`config.mk`:
```
export PLATFORM = sky130hd
export DESIGN_NAME = peripheral_bus_master
export DESIGN_NICKNAME = d
export VERILOG_FILES = /design/src/rtl/peripheral_bus_master.sv
export SDC_FILE = /design/constraint.sdc
export NUM_CORES = 1
export LEC_CHECK = 0
export CORE_UTILIZATION = 41
export DETAILED_ROUTE_END_ITERATION = 8
export PLACE_DENSITY = 0.9
export SLEW_MARGIN = 20
export SYNTH_ARGS = -nofsm -noshare
export SYNTH_HDL_FRONTEND = slang
export SYNTH_SLANG_ARGS = --single-unit
```
`constraint.sdc`:
```
create_clock -name clk -period 2.1 [get_ports clk]
set_input_delay 0.21 -clock clk [delete_from_list [all_inputs] [get_ports clk]]
set_output_delay 0.21 -clock clk [all_outputs]
set_load 0.02 [all_outputs]
```
`src/rtl/peripheral_bus_master.sv`:
```
// Wishbone classic slave to peripheral bus initiator: one access at a time, honours responder busy.
// Optional busy timeout enabled by defining PERIPHERAL_BUS_TIMEOUT_EN.
module peripheral_bus_master #(
    parameter int unsigned TIMEOUT_CYCLES = 255,
    parameter logic [31:0] ERROR_DATA     = 32'hDEADBEEF
) (
    input  logic        clk,
    input  logic        rst,
    input  logic        wb_cyc_i,
    input  logic        wb_stb_i,
    input  logic        wb_we_i,
    input  logic [3:0]  wb_sel_i,
    input  logic [23:0] wb_adr_i,
    input  logic [31:0] wb_data_i,
    output logic        wb_ack_o,
    output logic        wb_stall_o,
    output logic        wb_error_o,
    output logic [31:0] wb_data_o,
    output logic        peripheralBus_we,
    output logic        peripheralBus_oe,
    input  logic        peripheralBus_busy,
    output logic [23:0] peripheralBus_address,
    output logic [3:0]  peripheralBus_byteSelect,
    output logic [31:0] peripheralBus_dataWrite,
    input  logic [31:0] peripheralBus_dataRead
);

    typedef enum logic [1:0] {IDLE, ACCESS, DONE} state_t;

    if (TIMEOUT_CYCLES < 1 || TIMEOUT_CYCLES > 255) begin : g_bad_timeout
        $error("TIMEOUT_CYCLES must be in 1..255");
    end

    state_t      state_q;
    logic        ack_q, stall_q, we_q, oe_q;
    logic [23:0] adr_q;
    logic [3:0]  sel_q;
    logic [31:0] wdata_q, rdata_q;
`ifdef PERIPHERAL_BUS_TIMEOUT_EN
    logic        err_q;
    logic [7:0]  cnt_q;
`endif

    always_ff @(posedge clk) begin
        if (rst) begin
            state_q <= IDLE;
            ack_q   <= 1'b0;
            stall_q <= 1'b0;
            we_q    <= 1'b0;
            oe_q    <= 1'b0;
            adr_q   <= '0;
            sel_q   <= '0;
            wdata_q <= '0;
            rdata_q <= '0;
`ifdef PERIPHERAL_BUS_TIMEOUT_EN
            err_q   <= 1'b0;
            cnt_q   <= '0;
`endif
        end else begin
            ack_q <= 1'b0;
`ifdef PERIPHERAL_BUS_TIMEOUT_EN
            err_q <= 1'b0;
`endif
            case (state_q)
                IDLE: begin
                    if (wb_cyc_i && wb_stb_i) begin
                        adr_q   <= wb_adr_i;
                        sel_q   <= wb_sel_i;
                        wdata_q <= wb_we_i ? wb_data_i : 32'h0;
                        we_q    <= wb_we_i;
                        oe_q    <= !wb_we_i;
                        stall_q <= 1'b1;
                        state_q <= ACCESS;
`ifdef PERIPHERAL_BUS_TIMEOUT_EN
                        cnt_q   <= '0;
`endif
                    end
                end
                ACCESS: begin
                    // Abort wins over completion: the initiator has already given up.
                    if (!wb_cyc_i) begin
                        we_q    <= 1'b0;
                        oe_q    <= 1'b0;
                        stall_q <= 1'b0;
                        state_q <= IDLE;
                    end else if (!peripheralBus_busy) begin
                        we_q    <= 1'b0;
                        oe_q    <= 1'b0;
                        if (oe_q) rdata_q <= peripheralBus_dataRead;
                        ack_q   <= 1'b1;
                        state_q <= DONE;
                    end
`ifdef PERIPHERAL_BUS_TIMEOUT_EN
                    else if (cnt_q == 8'(TIMEOUT_CYCLES - 1)) begin
                        we_q    <= 1'b0;
                        oe_q    <= 1'b0;
                        if (oe_q) rdata_q <= ERROR_DATA;
                        err_q   <= 1'b1;
                        state_q <= DONE;
                    end else begin
                        cnt_q   <= cnt_q + 8'd1;
                    end
`endif
                end
                DONE: begin
                    stall_q <= 1'b0;
                    state_q <= IDLE;
                end
                default: state_q <= IDLE;
            endcase
        end
    end

    assign wb_ack_o                 = ack_q;
    assign wb_stall_o               = stall_q;
    assign wb_data_o                = rdata_q;
    assign peripheralBus_we         = we_q;
    assign peripheralBus_oe         = oe_q;
    assign peripheralBus_address    = adr_q;
    assign peripheralBus_byteSelect = sel_q;
    assign peripheralBus_dataWrite  = wdata_q;
`ifdef PERIPHERAL_BUS_TIMEOUT_EN
    assign wb_error_o = err_q;
`else
    assign wb_error_o = 1'b0;
`endif

endmodule

```
# --- After elaboration in Yosys (flattened, before gate mapping) ---
# Index checks and enable logic that the tools add are counted.
totals:
  regBits: 98
  out_inout_bits: 97
  input_bits: 98
classes:
  bitwise_logic: 3
  reduce_logical: 11
  mux: 15
  eq_ne: 5
op_table:
  columns: ["op", "count"]
  rows:
  - ["$mux 32", 1]
  - ["$mux 1", 7]
  - ["$mux 2", 3]
  - ["$reduce_and 3->1", 2]
  - ["$ne 2x2->1 const B", 2]
  - ["$pmux 1 s2", 2]
  - ["$pmux 2 s2", 1]
  - ["$reduce_and 2->1", 2]
  - ["$reduce_and 4->1", 1]
  - ["$ne 3x3->1 const B", 1]
  - ["$not 1->1", 3]
  - ["$pmux 1 s3", 1]
  - ["$reduce_bool 3->1", 1]
  - ["$reduce_or 3->1", 1]
  - ["$eq 2x1->1 const B", 1]
  - ["$eq 2x2->1 const B", 1]
  - ["$logic_not 2->1", 1]
  - ["$reduce_bool 2->1", 1]
  - ["$logic_and 1x1->1", 1]
  - ["$logic_not 1->1", 1]

# --- Depth between registers and ports, before layout ---
# Gate-level depths: netlist (run 1).
depth:
  word_depth: 3
  ltp_mapped: 7

# --- Least setup slack after synthesis (run 1) ---
# No wires, ideal clock.
synth_timing:
  path_type: "register to register"
  start: "reg state_q[0]"
  end: "reg stall_q (netlist: wb_stall_o)"
  slack_ps: 592
  stages_incl_launch_ff: 6
  path_buffers: 1
  arrival_time_ps: 1387
  t_required_ps: 1979
  synth_period_minus_slack_ps: 1508
  path_cell_list: "dfxtp_1 > inv_1 > ha_1 > buf_4 > a221oi_1 > mux2_2"
synth_via:
  elab_chain_cells: 3
synth_rtl:
  columns: ["item", "line_no", "text"]
  rows:
  - ["start: declaration", "34", "state_t state_q;"]
  - ["start signal: assignment", "46", "state_q <= IDLE;"]
  - ["start signal: assignment", "73", "state_q <= ACCESS;"]
  - ["start signal: assignment", "85", "state_q <= IDLE;"]
  - ["$eq 2x1->1 (tied with other cells)", "64", "case (state_q)"]
  - ["$ne 2x2->1 (no source line) or $reduce_bool 3->1 (tied branches)", null, null]
  - ["$reduce_and 3->1 (no source line)", null, null]
  - ["end signal: assignment", "72", "stall_q <= 1'b1;"]
  - ["end signal: assignment", "84", "stall_q <= 1'b0;"]
  - ["end signal: assignment", "106", "stall_q <= 1'b0;"]
  - ["end: declaration", "35", "logic ack_q, stall_q, we_q, oe_q;"]
# Several ways; a longest one is shown, not always the timed one.
# A chain may end at the register's enable or synchronous reset.

# --- Final worst setup path (run 1) ---
layout_timing:
  start: "reg state_q[1]"
  end: "reg wdata_q[24] (netlist: peripheralBus_dataWrite[24])"
layout_via:
  elab_chain_cells: 2
layout_rtl:
  columns: ["item", "line_no", "text"]
  rows:
  - ["$logic_not 2->1", "64", null]
  - ["$reduce_and 2->1 (no source line)", null, null]
  - ["end signal: assignment", "69", "wdata_q <= wb_we_i ? wb_data_i : 32'h0;"]
  - ["end: declaration", "38", "logic [31:0] wdata_q, rdata_q;"]
# No other way between the ends.

==> out/metrics.yaml, run 1 <==
status: "complete, no violations"
die_h_um: 101
synthCells: 451
hold_viol: 0
cts_buffer_depth: 2
cts_setup_buffers: 0
dr.pass1.iters: 4
via_count: 3693
drv_cap: 0
wl_per_cell_um: 13.9
ys_types: 37
synth_compound_area_frac: 0.163
antenna_cells: 0
ctsResizeCount: 0
synth.top_cell.area_share: 0.490
numClockSinks: 98
ys_warn_count: 0
dp_hpwl_mm: 7.72
synth-simple-area-share: 0.251
synth_nets: 553
mappedNetlistArea_um2: 4010
grt_max_degree: 44
grt_pass1_vias: 3641
cts.clk_slew.worst_paths_ns: 0.09
slew_viol_final: 0
worst-setup-path-type: "reg -> reg"
dp_slack_ns: 0.275
yosysTopAreaCell: "dfxtp_1"
p_total_mw: 3.71
final_net_count: 728
drive_gt1_frac: 0.144
drc_errors: 0
dieArea_um2: 10200
synth.area.mux_share: 0.00531
synth_seq_area_share: 0.490
gp_congestion: 0.712
synth_top_family_by_area: "simple AND/OR/NAND/NOR gates"
cts_hold_buf: 0
crit_required_ns: 2.38
endpoint_kind: "register"
core.rowCount: 35
track_usage: 0.211
final-setup-viol-count: 0
htree_levels: 3
hp-class: "in -> reg"
rsz0062_at_grt: "false"
numCtsBuffers: 9
num_io_pins: 195
first_iter_violations: 131
antenna_found_initial: 0
synth_xor_area_frac: 0
timing.setup.tns_ns: 0
synthAdderAreaFrac: 0.0125
leakagePower_nw: 2.00
fin_hold_ws_ns: 0.286
worstPathArrival_ns: 2.06
layout_setup_ws_ns: 0.320
avgSynthCellArea_um2: 8.88
wl_mm: 10.5
syn_to_final_growth_pct: 51.9
synthTopCellsByArea: "dfxtp_1 (49%), nand2_1 (15%), a21oi_1 (8.0%)"
critical_path.startpoint_type: "register"
fin_crit_ns: 1.78
cts_tree: "built"
ys_ff_latch: 98
power_density_nw_per_um2: 611
io_buffers: 193
critPathMaxFanout: 35
gr-total-overflow: 0
r2r_setup_slack_ns: 0.32
via_per_inst: 4.86
drtAntennaViolNets: 0
coreArea_um2: 9370
clk_latency_ns: 0.36
peakVddDrop_mv: 0.360
grt_pass1_wl_mm: 16.9
initial_core_util: 0.427
timing.fmax_ghz: 0.562
finClkSkew_ns: 0.0127
postLayoutCoreUtil: 0.649
cts_root_buffer: "clkbuf_8"
die_w_um: 101
timing.final.crit_share: 0.848
## layer usage
layer	track usage	up-vias	share of wire
met5	0	-	0
met3	0.0680	17	0.076
met1	0.230	1704	0.40
met4	0.0747	0	0.021
li1	-	1833	-
met2	0.381	139	0.51
## final timing paths
kind / startpoint / to / cells after the start
max: state_q[1] / peripheralBus_dataWrite[24] / 6
min: rst / peripheralBus_dataWrite[28] / 2
max reg2reg: state_q[1] / peripheralBus_dataWrite[24] / 6
min reg2reg: peripheralBus_address[9] / peripheralBus_address[9] / 2
## stage by stage
| step | cells | instance area [µm²] |
|---|---|---|
| after floorplan | 451 | 4010 |
| after global routing | 760 | 6080 |
| after detailed placement | 744 | 5900 |
| final | 760 | 6080 |
| after global placement | 744 | 5900 |
| after CTS | 760 | 6080 |
## synthesized netlist by cell type, drive strengths merged
cell	n
nor4bb	2
conb	1
o311ai	1
a21oi	95
a221oi	1
buf	30
nand2	156
nor2b	1
a21boi	1
nand4	1
clkbuf	8
and3	2
mux2i	1
nor3	1
nand2b	1
mux2	1
o21ai	1
a22oi	1
a22o	1
a21o	1
nor3b	1
nand3	33
and4b	1
ha	4
nor4b	1
a211oi	1
nand4b	1
inv	3
dfxtp	98
nor2	1
## kinds of logic (layout without fill, tap and decap cells)
group                      after synthesis  after routing
and+or+nand+nor                        202            202
AOI/OAI and AO/OA                      103            103
DFF                                     98             98
buffers and inverters                   41            221
adders and majority gates                4              4
muxes                                    2              2
other                                    1              1
## flip-flops by register name (all words and copies together), names as in the netlist
| register | flops |
|---|---|
| wb_data_o | 32 |
| peripheralBus_we | 1 |
| peripheralBus_oe | 1 |
| peripheralBus_byteSelect | 4 |
| peripheralBus_address | 24 |
| wb_ack_o | 1 |
| wb_stall_o | 1 |
| state_q | 2 |
| peripheralBus_dataWrite | 32 |
## power by group
group	switching [mW]	total, mW	leakage, nW	internal, mW
logic	0.319	0.661	1.12	0.342
registers	0.0314	1.95	0.795	1.92
clock network	0.662	1.11	0.0806	0.443
total	1.01	3.71	2.00	2.70
## critical path, stage by stage (launching register included)
cell and delay [ns]:
dfxtp_1 0.32, inv_1 0.11, ha_1 0.39, and3_4 0.38
buf_12 0.22, nand3_2 0.10, a21oi_2 0.16
## final cells by class
cell class	instances	area, µm²
tap	129	161
timing repair buffer	202	2030
inverter	3	11.3
multi-input combinational	312	1740
clock inverter	6	51.3
fill	768	3290
clock buffer	10	128
sequential	98	1960
## layout by cell type, fill, tap and decap left out, types with 2 or more instances in the layout
cell type | netlist | routed
clkdlybuf4s50_1 | 0 | 191
nor4bb_1 | 2 | 2
nand2_1 | 156 | 156
a21oi_2 | 31 | 31
buf_12 | 4 | 3
dfxtp_1 | 98 | 98
inv_1 | 3 | 3
clkinv_4 | 0 | 2
nand3_2 | 31 | 32
a21oi_1 | 64 | 64
clkbuf_8 | 0 | 9
ha_1 | 4 | 4
buf_4 | 6 | 7
clkinvlp_4 | 0 | 3
Power figures use the tool's default switching activity.
==> run 2: changes to the inputs <==
==> constraint.sdc (replaced) <==
create_clock -name clk -period 1.67 [get_ports clk]
set_input_delay 0.167 -clock clk [delete_from_list [all_inputs] [get_ports clk]]
set_output_delay 0.167 -clock clk [all_outputs]
set_load 0.02 [all_outputs]
==> run 2 against run 1 <==
Worst hold slack got worse by 0.15 ns. Final area rose by 2.0%. Critical path depth fell by 5. Highest routed layer unchanged.
==> out/metrics.yaml, run 2 (same netlist as run 1, synthesis figures left out) <==
worst-setup-path-type: "reg -> out"
cts_hold_buf: 0
min_from: "wb_we_i"
clk_latency_ns: 0.35
dieArea_um2: 10200
hold_viol: 0
r2r_setup_slack_ns: 0.12
die_h_um: 101
first_iter_violations: 138
initial_core_util: 0.427
cts_buffer_depth: 2
crit_path_max_incr_delay_ns: 0.65
wl_per_cell_um: 13.9
cts_tree: "built"
hp-class: "in -> reg"
crit_buf_inv: 1
power_density_nw_per_um2: 786
slew_viol_final: 0
regArea_um2: 1960
fin_crit_ns: 1.56
coreArea_um2: 9370
leakagePower_nw: 2.07
mostFrequentLayoutCells: "clkdlybuf4s50_1 (191), nand2_1 (156), dfxtp_1 (98), a21oi_1 (64), nand3_2 (32)"
ctsResizeCount: 0
p_total_mw: 4.88
gr-total-overflow: 0
drc_errors: 0
gp_congestion: 0.835
drtAntennaViolNets: 0
drive_gt1_frac: 0.154
grt_pass1_wl_mm: 17.1
endpoint_kind: "primary output"
timing.fmax_ghz: 0.642
grt_pass1_vias: 3719
cpMaxStageDelayCell: "clkdlybuf4s50_1"
htree_levels: 3
holdPathEnd: "peripheralBus_dataWrite[31]"
dr.pass1.iters: 4
worstRegToRegCells: 5
dp_hpwl_mm: 7.75
finClkSkew_ns: 0.0118
critPathMaxFanout: 4
io_buffers: 193
multi_input_area_um2: 1740
final_cells: 766
status: "complete, no violations"
numCtsBuffers: 9
worstHoldPathCells: 3
cts_root_buffer: "clkbuf_8"
antenna_found_initial: 0
peakVddDrop_mv: 0.548
final-setup-viol-count: 0
final_common_cell: "clkdlybuf4s50_1"
cts_setup_buffers: 0
die_w_um: 101
rsz0062_at_grt: "false"
via_count: 3736
wl_mm: 10.6
grt_max_degree: 42
num_io_pins: 195
core.rowCount: 35
numClockSinks: 98
antenna_cells: 0
nFillCells: 778
layout_setup_ws_ns: 0.112
regToRegStartpoint: "state_q[0]"
cts.clk_slew.worst_paths_ns: 0.11
dp_cells: 750
reg2reg_to: "wb_data_o[18]"
path_cells: "clkdlybuf4s50_1"
worstPathArrival_ns: 1.39
via_per_inst: 4.88
timing.final.crit_share: 0.933
dp_slack_ns: -0.0322
final_net_count: 734
critical_path.startpoint_type: "register"
syn_to_final_growth_pct: 54.9
drv_cap: 0
crit_required_ns: 1.50
track_usage: 0.212
critPathTopFamily: "buffers and inverters"
-- run 2: area by class of cell --
class / instances / area share
Clock inverter: 7 / 0.0133
Timing Repair Buffer: 208 / 0.342
Sequential cell: 98 / 0.316
Inverter: 3 / 0.00181
Multi-Input combinational cell: 312 / 0.280
Tap cell: 129 / 0.0260
Clock buffer: 9 / 0.0200
-- run 2: how the worst max path moves through the flow --
stage | startpoint | endpoint | slack [ns] | depth (start not counted)
global placement | wb_cyc_i | peripheralBus_we | 0.06 | 5
CTS | state_q[0] | peripheralBus_we | 0.07 | 4
global route | state_q[1] | wb_data_o[24] | 0.02 | 6
floorplan | state_q[0] | wb_stall_o | 0.16 | 5
finish | peripheralBus_oe | peripheralBus_oe | 0.11 | 1
detailed placement | wb_cyc_i | peripheralBus_we | -0.03 | 5
-- run 2: stage by stage --
step	TNS (ns)	hold WS, ns	area [µm²]	util
6_report	0	0.133	6200	0.662
5_1_grt	0	0.118	6200	0.662
4_1_cts	0	0.114	6200	0.662
3_5_place_dp	-0.0472	0.443	6000	0.640
3_3_place_gp	0	0.439	6000	0.640
2_1_floorplan	0	0.243	4010	-
-- run 2: routing by layer --
metal  routed length [µm]  vias up  track usage
li1                     -     1841            -
met1                 4220     1751        0.232
met3                  777       16       0.0707
met5                    0        -            0
met2                 5400      128        0.383
met4                  225        0       0.0725
-- run 2: power by group --
group / leakage [nW] / switching (mW) / internal, mW
Clock: 0.0984 / 0.853 / 0.716
Combinational: 1.17 / 0.404 / 0.451
Sequential: 0.795 / 0.0408 / 2.41
Total: 2.07 / 1.30 / 3.58
==> run 3: changes to the inputs <==
--- a/config.mk
+++ b/config.mk
@@ -5,6 +5,7 @@
 export SDC_FILE = /design/constraint.sdc
 export NUM_CORES = 1
 export LEC_CHECK = 0
+export CAP_MARGIN = 20
 export CORE_UTILIZATION = 41
 export DETAILED_ROUTE_END_ITERATION = 8
 export PLACE_DENSITY = 0.9
==> results of run 3 <==
Final layout, timing and power as in run 2 (identical DEF).
